<file path="config.mk">
export PLATFORM = sky130hd
export DESIGN_NAME = sorcerer_ram_upload_flat
export DESIGN_NICKNAME = d
export VERILOG_FILES = /design/src/rtl/sorcerer_ram_upload_if.sv /design/src/rtl/sorcerer_ram_upload.sv /design/src/flat_wrapper.sv
export SDC_FILE = /design/constraint.sdc
export NUM_CORES = 1
export LEC_CHECK = 0
export CAP_MARGIN = 20
export CORE_ASPECT_RATIO = 0.9
export CORE_MARGIN = 4
export CORE_UTILIZATION = 30
export CTS_CLUSTER_SIZE = 14
export DETAILED_ROUTE_END_ITERATION = 10
export PLACE_DENSITY_LB_ADDON = 0.2
export SYNTH_ARGS = -nofsm -noshare
export SYNTH_HDL_FRONTEND = slang
export SYNTH_SLANG_ARGS = --single-unit
</file>
<file path="constraint.sdc">
create_clock -name clk_sys -period 2.5 [get_ports clk_sys]
set_input_delay 0.5 -clock clk_sys [delete_from_list [all_inputs] [get_ports clk_sys]]
set_output_delay 0.5 -clock clk_sys [all_outputs]
set_load 0.05 [all_outputs]
</file>
<file path="src/rtl/sorcerer_ram_upload_if.sv">
// Bundles the hps_io upload handshake and the Sorcerer RAM read port.
// The slave modport is the upload engine; the master modport is the hps_io/RAM side.
interface sorcerer_ram_upload_if #(
  parameter int unsigned ADDR_W = 16
) ();
  logic              ioctl_upload;
  logic              ioctl_rd;
  logic [ADDR_W-1:0] ioctl_addr;
  logic [7:0]        ioctl_din;
  logic              ioctl_wait;
  logic [ADDR_W-1:0] ram_top;
  logic              cpu_mem_busy;
  logic [ADDR_W-1:0] mem_addr;
  logic              mem_rd;
  logic [7:0]        mem_din;
  logic [7:0]        upl_chk;

  modport slave (
    input  ioctl_upload, ioctl_rd, ioctl_addr, ram_top, cpu_mem_busy, mem_din,
    output ioctl_din, ioctl_wait, mem_addr, mem_rd, upl_chk
  );

  modport master (
    output ioctl_upload, ioctl_rd, ioctl_addr, ram_top, cpu_mem_busy, mem_din,
    input  ioctl_din, ioctl_wait, mem_addr, mem_rd, upl_chk
  );
endinterface

</file>
<file path="src/rtl/sorcerer_ram_upload.sv">
// Services hps_io upload reads from Sorcerer main RAM, yielding to the CPU on contention.
// Optional running byte checksum on upl_chk when UPLOAD_CHECKSUM_EN is defined.
module sorcerer_ram_upload #(
  parameter int unsigned ADDR_W  = 16,
  parameter int unsigned MEM_LAT = 2
) (
  input logic                   clk_sys,
  input logic                   reset,
  sorcerer_ram_upload_if.slave  bus
);
  localparam int unsigned CntW = $clog2(MEM_LAT + 1);

  typedef enum logic [1:0] {StIdle, StArb, StRead, StDone} state_e;

  state_e            state_q, state_d;
  logic [ADDR_W-1:0] addr_q, addr_d;
  logic [ADDR_W-1:0] mem_addr_q, mem_addr_d;
  logic [7:0]        din_q, din_d;
  logic              wait_q, wait_d;
  logic              mem_rd_q, mem_rd_d;
  logic [CntW-1:0]   cnt_q, cnt_d;

  always_comb begin
    state_d    = state_q;
    addr_d     = addr_q;
    mem_addr_d = mem_addr_q;
    din_d      = din_q;
    wait_d     = wait_q;
    mem_rd_d   = 1'b0;
    cnt_d      = cnt_q;

    if (state_q == StIdle) begin
      if (bus.ioctl_rd && bus.ioctl_upload) begin
        addr_d = bus.ioctl_addr;
        wait_d = 1'b1;
        if (bus.ioctl_addr > bus.ram_top) begin
          din_d   = 8'hFF;
          state_d = StDone;
        end else begin
          state_d = StArb;
        end
      end
    end else if (!bus.ioctl_upload) begin
      // Session dropped mid-request: return to idle without touching ioctl_din.
      state_d = StIdle;
      wait_d  = 1'b0;
    end else begin
      unique case (state_q)
        StArb: begin
          if (!bus.cpu_mem_busy) begin
            mem_rd_d   = 1'b1;
            mem_addr_d = addr_q;
            cnt_d      = CntW'(MEM_LAT);
            state_d    = StRead;
          end
        end
        StRead: begin
          cnt_d = cnt_q - CntW'(1);
          if (cnt_q == CntW'(1)) begin
            din_d   = bus.mem_din;
            state_d = StDone;
          end
        end
        StDone: begin
          wait_d  = 1'b0;
          state_d = StIdle;
        end
        default: state_d = StIdle;
      endcase
    end
  end

  always_ff @(posedge clk_sys) begin
    if (reset) begin
      state_q    <= StIdle;
      addr_q     <= '0;
      mem_addr_q <= '0;
      din_q      <= 8'h00;
      wait_q     <= 1'b0;
      mem_rd_q   <= 1'b0;
      cnt_q      <= '0;
    end else begin
      state_q    <= state_d;
      addr_q     <= addr_d;
      mem_addr_q <= mem_addr_d;
      din_q      <= din_d;
      wait_q     <= wait_d;
      mem_rd_q   <= mem_rd_d;
      cnt_q      <= cnt_d;
    end
  end

  assign bus.ioctl_din  = din_q;
  assign bus.ioctl_wait = wait_q;
  assign bus.mem_addr   = mem_addr_q;
  assign bus.mem_rd     = mem_rd_q;

`ifdef UPLOAD_CHECKSUM_EN
  logic       upload_q;
  logic [7:0] chk_q, chk_d;

  // DONE with upload still high is a completed request; din_q already holds its byte.
  always_comb begin
    chk_d = chk_q;
    if (bus.ioctl_upload && !upload_q) begin
      chk_d = 8'h00;
    end else if (state_q == StDone && bus.ioctl_upload) begin
      chk_d = chk_q + din_q;
    end
  end

  always_ff @(posedge clk_sys) begin
    if (reset) begin
      upload_q <= 1'b0;
      chk_q    <= 8'h00;
    end else begin
      upload_q <= bus.ioctl_upload;
      chk_q    <= chk_d;
    end
  end

  assign bus.upl_chk = chk_q;
`else
  assign bus.upl_chk = 8'h00;
`endif
endmodule

</file>
<file path="src/flat_wrapper.sv">
// flat-port wrapper written by rule: the top's interface ports become plain ports
module sorcerer_ram_upload_flat 
#(
  parameter int unsigned ADDR_W  = 16,
  parameter int unsigned MEM_LAT = 2
)
  (clk_sys, reset, bus_ioctl_upload, bus_ioctl_rd, bus_ioctl_addr, bus_ram_top, bus_cpu_mem_busy, bus_mem_din, bus_ioctl_din, bus_ioctl_wait, bus_mem_addr, bus_mem_rd, bus_upl_chk);
  sorcerer_ram_upload_if #(.ADDR_W(ADDR_W)) bus_i ();
  input logic clk_sys;
  input logic reset;
  input wire logic [$bits(bus_i.ioctl_upload)-1:0] bus_ioctl_upload;
  input wire logic [$bits(bus_i.ioctl_rd)-1:0] bus_ioctl_rd;
  input wire logic [$bits(bus_i.ioctl_addr)-1:0] bus_ioctl_addr;
  input wire logic [$bits(bus_i.ram_top)-1:0] bus_ram_top;
  input wire logic [$bits(bus_i.cpu_mem_busy)-1:0] bus_cpu_mem_busy;
  input wire logic [$bits(bus_i.mem_din)-1:0] bus_mem_din;
  output wire logic [$bits(bus_i.ioctl_din)-1:0] bus_ioctl_din;
  output wire logic [$bits(bus_i.ioctl_wait)-1:0] bus_ioctl_wait;
  output wire logic [$bits(bus_i.mem_addr)-1:0] bus_mem_addr;
  output wire logic [$bits(bus_i.mem_rd)-1:0] bus_mem_rd;
  output wire logic [$bits(bus_i.upl_chk)-1:0] bus_upl_chk;
  assign bus_i.ioctl_upload = bus_ioctl_upload;
  assign bus_i.ioctl_rd = bus_ioctl_rd;
  assign bus_i.ioctl_addr = bus_ioctl_addr;
  assign bus_i.ram_top = bus_ram_top;
  assign bus_i.cpu_mem_busy = bus_cpu_mem_busy;
  assign bus_i.mem_din = bus_mem_din;
  assign bus_ioctl_din = bus_i.ioctl_din;
  assign bus_ioctl_wait = bus_i.ioctl_wait;
  assign bus_mem_addr = bus_i.mem_addr;
  assign bus_mem_rd = bus_i.mem_rd;
  assign bus_upl_chk = bus_i.upl_chk;
  sorcerer_ram_upload #(.ADDR_W(ADDR_W), .MEM_LAT(MEM_LAT)) u_core (.clk_sys(clk_sys), .reset(reset), .bus(bus_i));
endmodule
</file>
== Word level (Yosys, flattened, before mapping) ==
Cells that the tools add are included.

* Register bits after elaboration: 46
* Output and inout bits: 34

* $add $sub $neg: 1
* $lt $le $gt $ge: 1
* Equality and inequality tests: 10
* Multiplexer cells: 19
* Bitwise gates (word level): 4
* Reduce and logical (&&, ||, !) cells: 13

{| class="wikitable"
|+ Operators with widths
! operator !! count
|-
| two-way mux 8 bit || 6
|-
| > comparator 16 bit || 1
|-
| two-way mux 2 bit || 6
|-
| case mux 2 bit (2 select lines) || 2
|-
| AND reduction 4 bit || 2
|-
| nonzero test 2 bit || 4
|-
| != test 2 bit (second input constant) || 3
|-
| two-way mux 1 bit || 5
|-
| AND reduction 5 bit || 1
|-
| equality test 2 x 1 -> 1 bit (second input constant) || 2
|-
| equality test 2 bit (second input constant) || 2
|-
| != test 4 x 2 -> 1 bit (second input constant) || 1
|-
| != test 4 x 3 -> 1 bit (second input constant) || 1
|-
| NOT 1 bit || 4
|-
| AND reduction 2 bit || 2
|-
| OR reduction 4 bit || 1
|-
| != test 3 x 1 -> 1 bit (second input constant) || 1
|-
| AND reduction 3 bit || 1
|-
| logical NOT 2 bit || 1
|-
| subtractor 2 x 1 -> 2 bit (second input constant) || 1
|-
| logical AND 1 bit || 1
|}

== Longest topological paths before layout ==
* Depth in word-level cells: 5
* Mapped depth: 9
* Mapped depth without buffers: 8

== Worst setup path after synthesis ==
Ideal clock, no wire load.

* Kind: input-to-reg
* Start: input bus_ram_top[15]
* End: register u_core.state_q[1]
* Library setup time: 133 ps
* Data arrival time: 1952 ps
* Required time: 2367 ps
* Path slack: 415 ps
* Stages on the path: 8
* Buffers on the path: 0
* Path through: inv_1 > ha_1 > nand4_2 > nor3_1 > a21boi_1 > or4_4 > a311oi_2 > a211oi_1

* Cells in the longest elaborated chain, start to end: 4

{| class="wikitable"
|+ Ends and longest elaborated chain
! element !! line !! source
|-
| start, declared || flat_wrapper.sv:14 || <nowiki>input wire logic [$bits(bus_i.ram_top)-1:0] bus_ram_top;</nowiki>
|-
| > comparator 16 bit || sorcerer_ram_upload.sv:36 || <nowiki>if (bus.ioctl_addr > bus.ram_top) begin</nowiki>
|-
| two-way mux 2 bit || sorcerer_ram_upload.sv:36 ||
|-
| two-way mux 2 bit || sorcerer_ram_upload.sv:33 || <nowiki>if (bus.ioctl_rd && bus.ioctl_upload) begin</nowiki>
|-
| two-way mux 2 bit || sorcerer_ram_upload.sv:32 || <nowiki>if (state_q == StIdle) begin</nowiki>
|-
| end signal, assigned || sorcerer_ram_upload.sv:75 || <nowiki>state_q <= StIdle;</nowiki>
|-
| end signal, assigned || sorcerer_ram_upload.sv:83 || <nowiki>state_q <= state_d;</nowiki>
|-
| end, declared || sorcerer_ram_upload.sv:15 || <nowiki>state_e state_q, state_d;</nowiki>
|}

No other way between the ends. The select of a mux whose other input is x is not followed.
A chain may end at the register's enable or synchronous reset.

== Worst setup path after layout ==
* Start: input bus_ram_top[1]
* End: register u_core.state_q[1]

The elaborated chain is that of the path after synthesis.

==> impl_summary.log <==
INFO  metric outcome = completed
INFO  metric final_tns_setup = 0 ns
INFO  metric ys_dominant_reg_cell = dfxtp_1
INFO  metric share_seq_of_total_power = 0.458
INFO  metric report.final.setup_viol = 0
INFO  metric routed_wire_length_per_instance = ~12 µm
INFO  metric p_total = roughly 1.8 mW
INFO  metric numCtsBuffers = 5
INFO  metric cts_root_buffer = clkbuf_8
INFO  metric final_core_utilization = 0.443
INFO  metric final_hold_viol_count = 0
INFO  metric setup.worst_path.start_class = input port
INFO  metric finalNonFillerCells = 454
INFO  metric postCtsHoldBufs = 0
INFO  metric critPathLaunch = bus_ram_top[1]
INFO  metric max_slew.worst_pin.slew = around 0.52 ns
INFO  metric hold-worst-slack = 0.454 ns
INFO  metric antenna_violating_nets_left = 0
INFO  metric timing.final.crit_share = 0.944
INFO  metric ff2ff_setup_slack = between 0.6 and 0.7 ns
INFO  metric synth_cell_type_count = 28
INFO  metric flow.area_growth_from_synthesis = 41.8%
INFO  metric cts_buffer_depth = 2
INFO  metric ys_seq_elements = 46
INFO  metric port_buffers = 70
INFO  metric num_rows = 29
INFO  metric tritoncts_clock_tree = built
INFO  metric netSwitchingFraction = 0.331
INFO  metric initial_utilization = 0.313
INFO  metric synth.avg_cell_area = roughly 8.0 µm²
INFO  metric wire_length_of_the_first_global_routing_pass = roughly 9.3 mm
INFO  metric numPlacedInstances = between 400 and 500
INFO  metric detailedPlacementHpwl = between 4 and 5 mm
INFO  metric track_usage = 0.124
INFO  metric power.internal = ~1.2 mW
INFO  metric grt_start_max_net_pins = between 40 and 50
INFO  metric post_synth_instance_area = around 2200 µm²
INFO  metric relSlewSlack = 0.653
INFO  metric holdCritPathClass = register to register
INFO  metric cts.repair.resized = 0
INFO  metric layout-drive-gt1-share = 0.0803
INFO  metric grt_pass1_vias = 1,980
INFO  metric h-tree-depth = 2
INFO  metric total_congestion_overflow_after_global_routing = 0
INFO  metric pwr_density_cell = roughly 580 nW/µm²
INFO  metric worstSkewPairLatency = just under 0.3 ns
INFO  metric critical_path_required = about 2.7 ns
INFO  metric synth.yosys.warnings = 0
INFO  metric setup.worst_path.class = input port to register
INFO  metric synth.yosys.seq_area_share = 0.412
INFO  metric ir_drop = about 0.00024 V
INFO  metric chipHeight = ~90 µm
INFO  metric fin_worst_skew = ~0.0095 ns
INFO  metric gpl.final_weighted_congestion = between 0.7 and 0.8
INFO  metric post-cts-setup-buffers = 0
INFO  metric end_kind = register
INFO  metric cp.arrival = about 2.5 ns
INFO  metric slew_viol_final = 0
INFO  metric via_per_inst = around 4.4
INFO  metric die_x = between 90 and 100 µm
INFO  metric detailedRoute.firstPassIterationCount = 4
INFO  metric drt_wl_total = between 5 and 6 mm
INFO  metric io_pins = just under 80
INFO  metric p_leak = 1.27 nW
INFO  metric reg2reg_depth = 6
INFO  metric clk_transition_reported_paths = ~0.080 ns
INFO  metric fp.dieArea = just under 9000 µm²
INFO  metric cts_num_sinks = 46
INFO  metric switchingPower = roughly 0.6 mW
INFO  metric synthesis.instances = 281
INFO  metric final_nets = 428
INFO  metric number_of_antenna_violations_at_the_first_check_in_global_routing = 0
INFO  metric crit_path_max_fanout = 2
INFO  metric finalCriticalPeriod = 2.36 ns
INFO  metric share_comb_of_total_power = 0.312
INFO  metric core = 7150 µm²
INFO  metric rsz_0062_raised_after_global_routing = no
INFO  metric clkPwrFrac = 0.230
INFO  metric drt_iter0_drc = between 60 and 70
INFO  metric drcViolationCount = 0
INFO  metric worst_r2r_endpoint = u_core.bus.ioctl_din[2]
INFO  metric async_reset_ff_frac = 0
INFO  metric endpoint = u_core.state_q[1]
INFO  metric maxCapViolations = 0
INFO  metric antenna_cells = 0
INFO  metric fmaxAchievable = ~420 MHz
INFO  metric r2r_start = u_core.state_q[0]
INFO  metric vias = between 2k and 2.5k
INFO  metric filler_cell_count = slightly above 700
INFO  metric synth_enable_flop_cells = 0
metal layers:
metal	vias to the layer above	wire [µm]	GRT usage
li1	1078	-	-
met1	879	2720	0.174
met2	49	2420	0.192
met3	2	295	0.0302
met4	0	41	0.0307
met5	-	0	0
layout make-up:
class	count	area (µm²)	share of cell area
Inverter	20	75.1	0.0237
Sequential cell	46	921	0.291
Clock inverter	2	10.0	0.00316
Tap cell	93	116	0.0367
Clock buffer	5	68.8	0.0217
Multi-Input combinational cell	201	1150	0.363
Timing Repair Buffer	87	828	0.261
cells in the final DEF, fill, tap and decap left out, types with 2 or more instances in the layout:
| cell | n |
|---|---|
| nand3_1 | 4 |
| clkbuf_8 | 5 |
| inv_1 | 20 |
| nor3_1 | 3 |
| clkdlybuf4s50_1 | 70 |
| nand2_1 | 68 |
| ha_1 | 22 |
| clkinv_2 | 2 |
| a21o_1 | 3 |
| nand4_1 | 2 |
| conb_1 | 8 |
| buf_4 | 17 |
| o21ai_0 | 3 |
| and3_1 | 2 |
| nor2b_1 | 3 |
| dfxtp_1 | 46 |
| nor2_1 | 19 |
| a211oi_1 | 13 |
| a21oi_1 | 42 |
worst min-delay path by stage:
stage / startpoint / depth (start not counted) / to / slack [ns]
2_1_floorplan: u_core.addr_q[0] / 2 / u_core.bus.mem_addr[0] / 0.43
3_3_place_gp: u_core.addr_q[2] / 2 / u_core.bus.mem_addr[2] / 0.44
3_5_place_dp: u_core.addr_q[12] / 2 / u_core.bus.mem_addr[12] / 0.45
4_1_cts: u_core.addr_q[2] / 2 / u_core.bus.mem_addr[2] / 0.45
5_1_grt: u_core.addr_q[12] / 2 / u_core.bus.mem_addr[12] / 0.47
6_report: u_core.bus.mem_addr[9] / 2 / u_core.bus.mem_addr[9] / 0.45
critical path, stage by stage:
cell	delay, ns
clkdlybuf4s50_1	0.45
inv_1	0.04
ha_1	0.30
nor2b_1	0.14
o211ai_2	0.14
a21boi_1	0.09
or4_4	0.54
a311oi_2	0.26
a211oi_1	0.07
through the flow:
step | instance area [µm²] | setup WS [ns]
finish | 3170 | 0.140
global route | 3170 | 0.0323
CTS | 3170 | 0.134
detailed placement | 3090 | -0.185
global placement | 3090 | -0.148
floorplan | 2260 | 0.415
state kept, by name, summed over array words and instances, names as in the netlist:
register and cells:
u_core.bus.mem_rd 1, u_core.bus.mem_addr 16, u_core.cnt_q 2, u_core.state_q 2
u_core.bus.ioctl_din 8, u_core.bus.ioctl_wait 1, u_core.addr_q 16
cells by family (layout without fill, tap and decap cells):
group / count (synthesis) / in the layout / synth area share
AO/OA/AOI/OAI: 64 / 64 / 0.170
adder cells (fa/ha/maj): 22 / 22 / 0.123
buffers and inverters: 41 / 114 / 0.0851
flip-flops: 46 / 46 / 0.412
other: 1 / 8 / 0.00168
AND/OR/NAND/NOR: 107 / 107 / 0.208
power by group through the flow:
stage	clock (mW)	sequential (mW)	combinational (mW)
3_5_place_dp	0	0.853	0.574
3_3_place_gp	0	0.851	0.562
4_1_cts	0.439	0.836	0.576
5_1_grt	0.476	0.845	0.634
6_report	0.419	0.836	0.570
2_1_floorplan	0	0.913	0.313
synthesized netlist by cell type, types with 3 or more instances:
| cell type | count | area (µm²) |
|---|---|---|
| a21o_1 | 3 | 22.5 |
| nand2_1 | 68 | 255 |
| a211oi_1 | 13 | 97.6 |
| clkbuf_1 | 7 | 26.3 |
| nor3_1 | 3 | 15.0 |
| buf_4 | 9 | 67.6 |
| ha_1 | 22 | 275 |
| dfxtp_1 | 46 | 921 |
| o21ai_0 | 3 | 15.0 |
| nor2b_1 | 3 | 18.8 |
| nand3_1 | 4 | 20.0 |
| a21oi_1 | 42 | 210 |
| inv_1 | 20 | 75.1 |
| nor2_1 | 19 | 71.3 |
| buf_1 | 3 | 11.3 |
No activity file was read; power rests on OpenSTA's default activity.
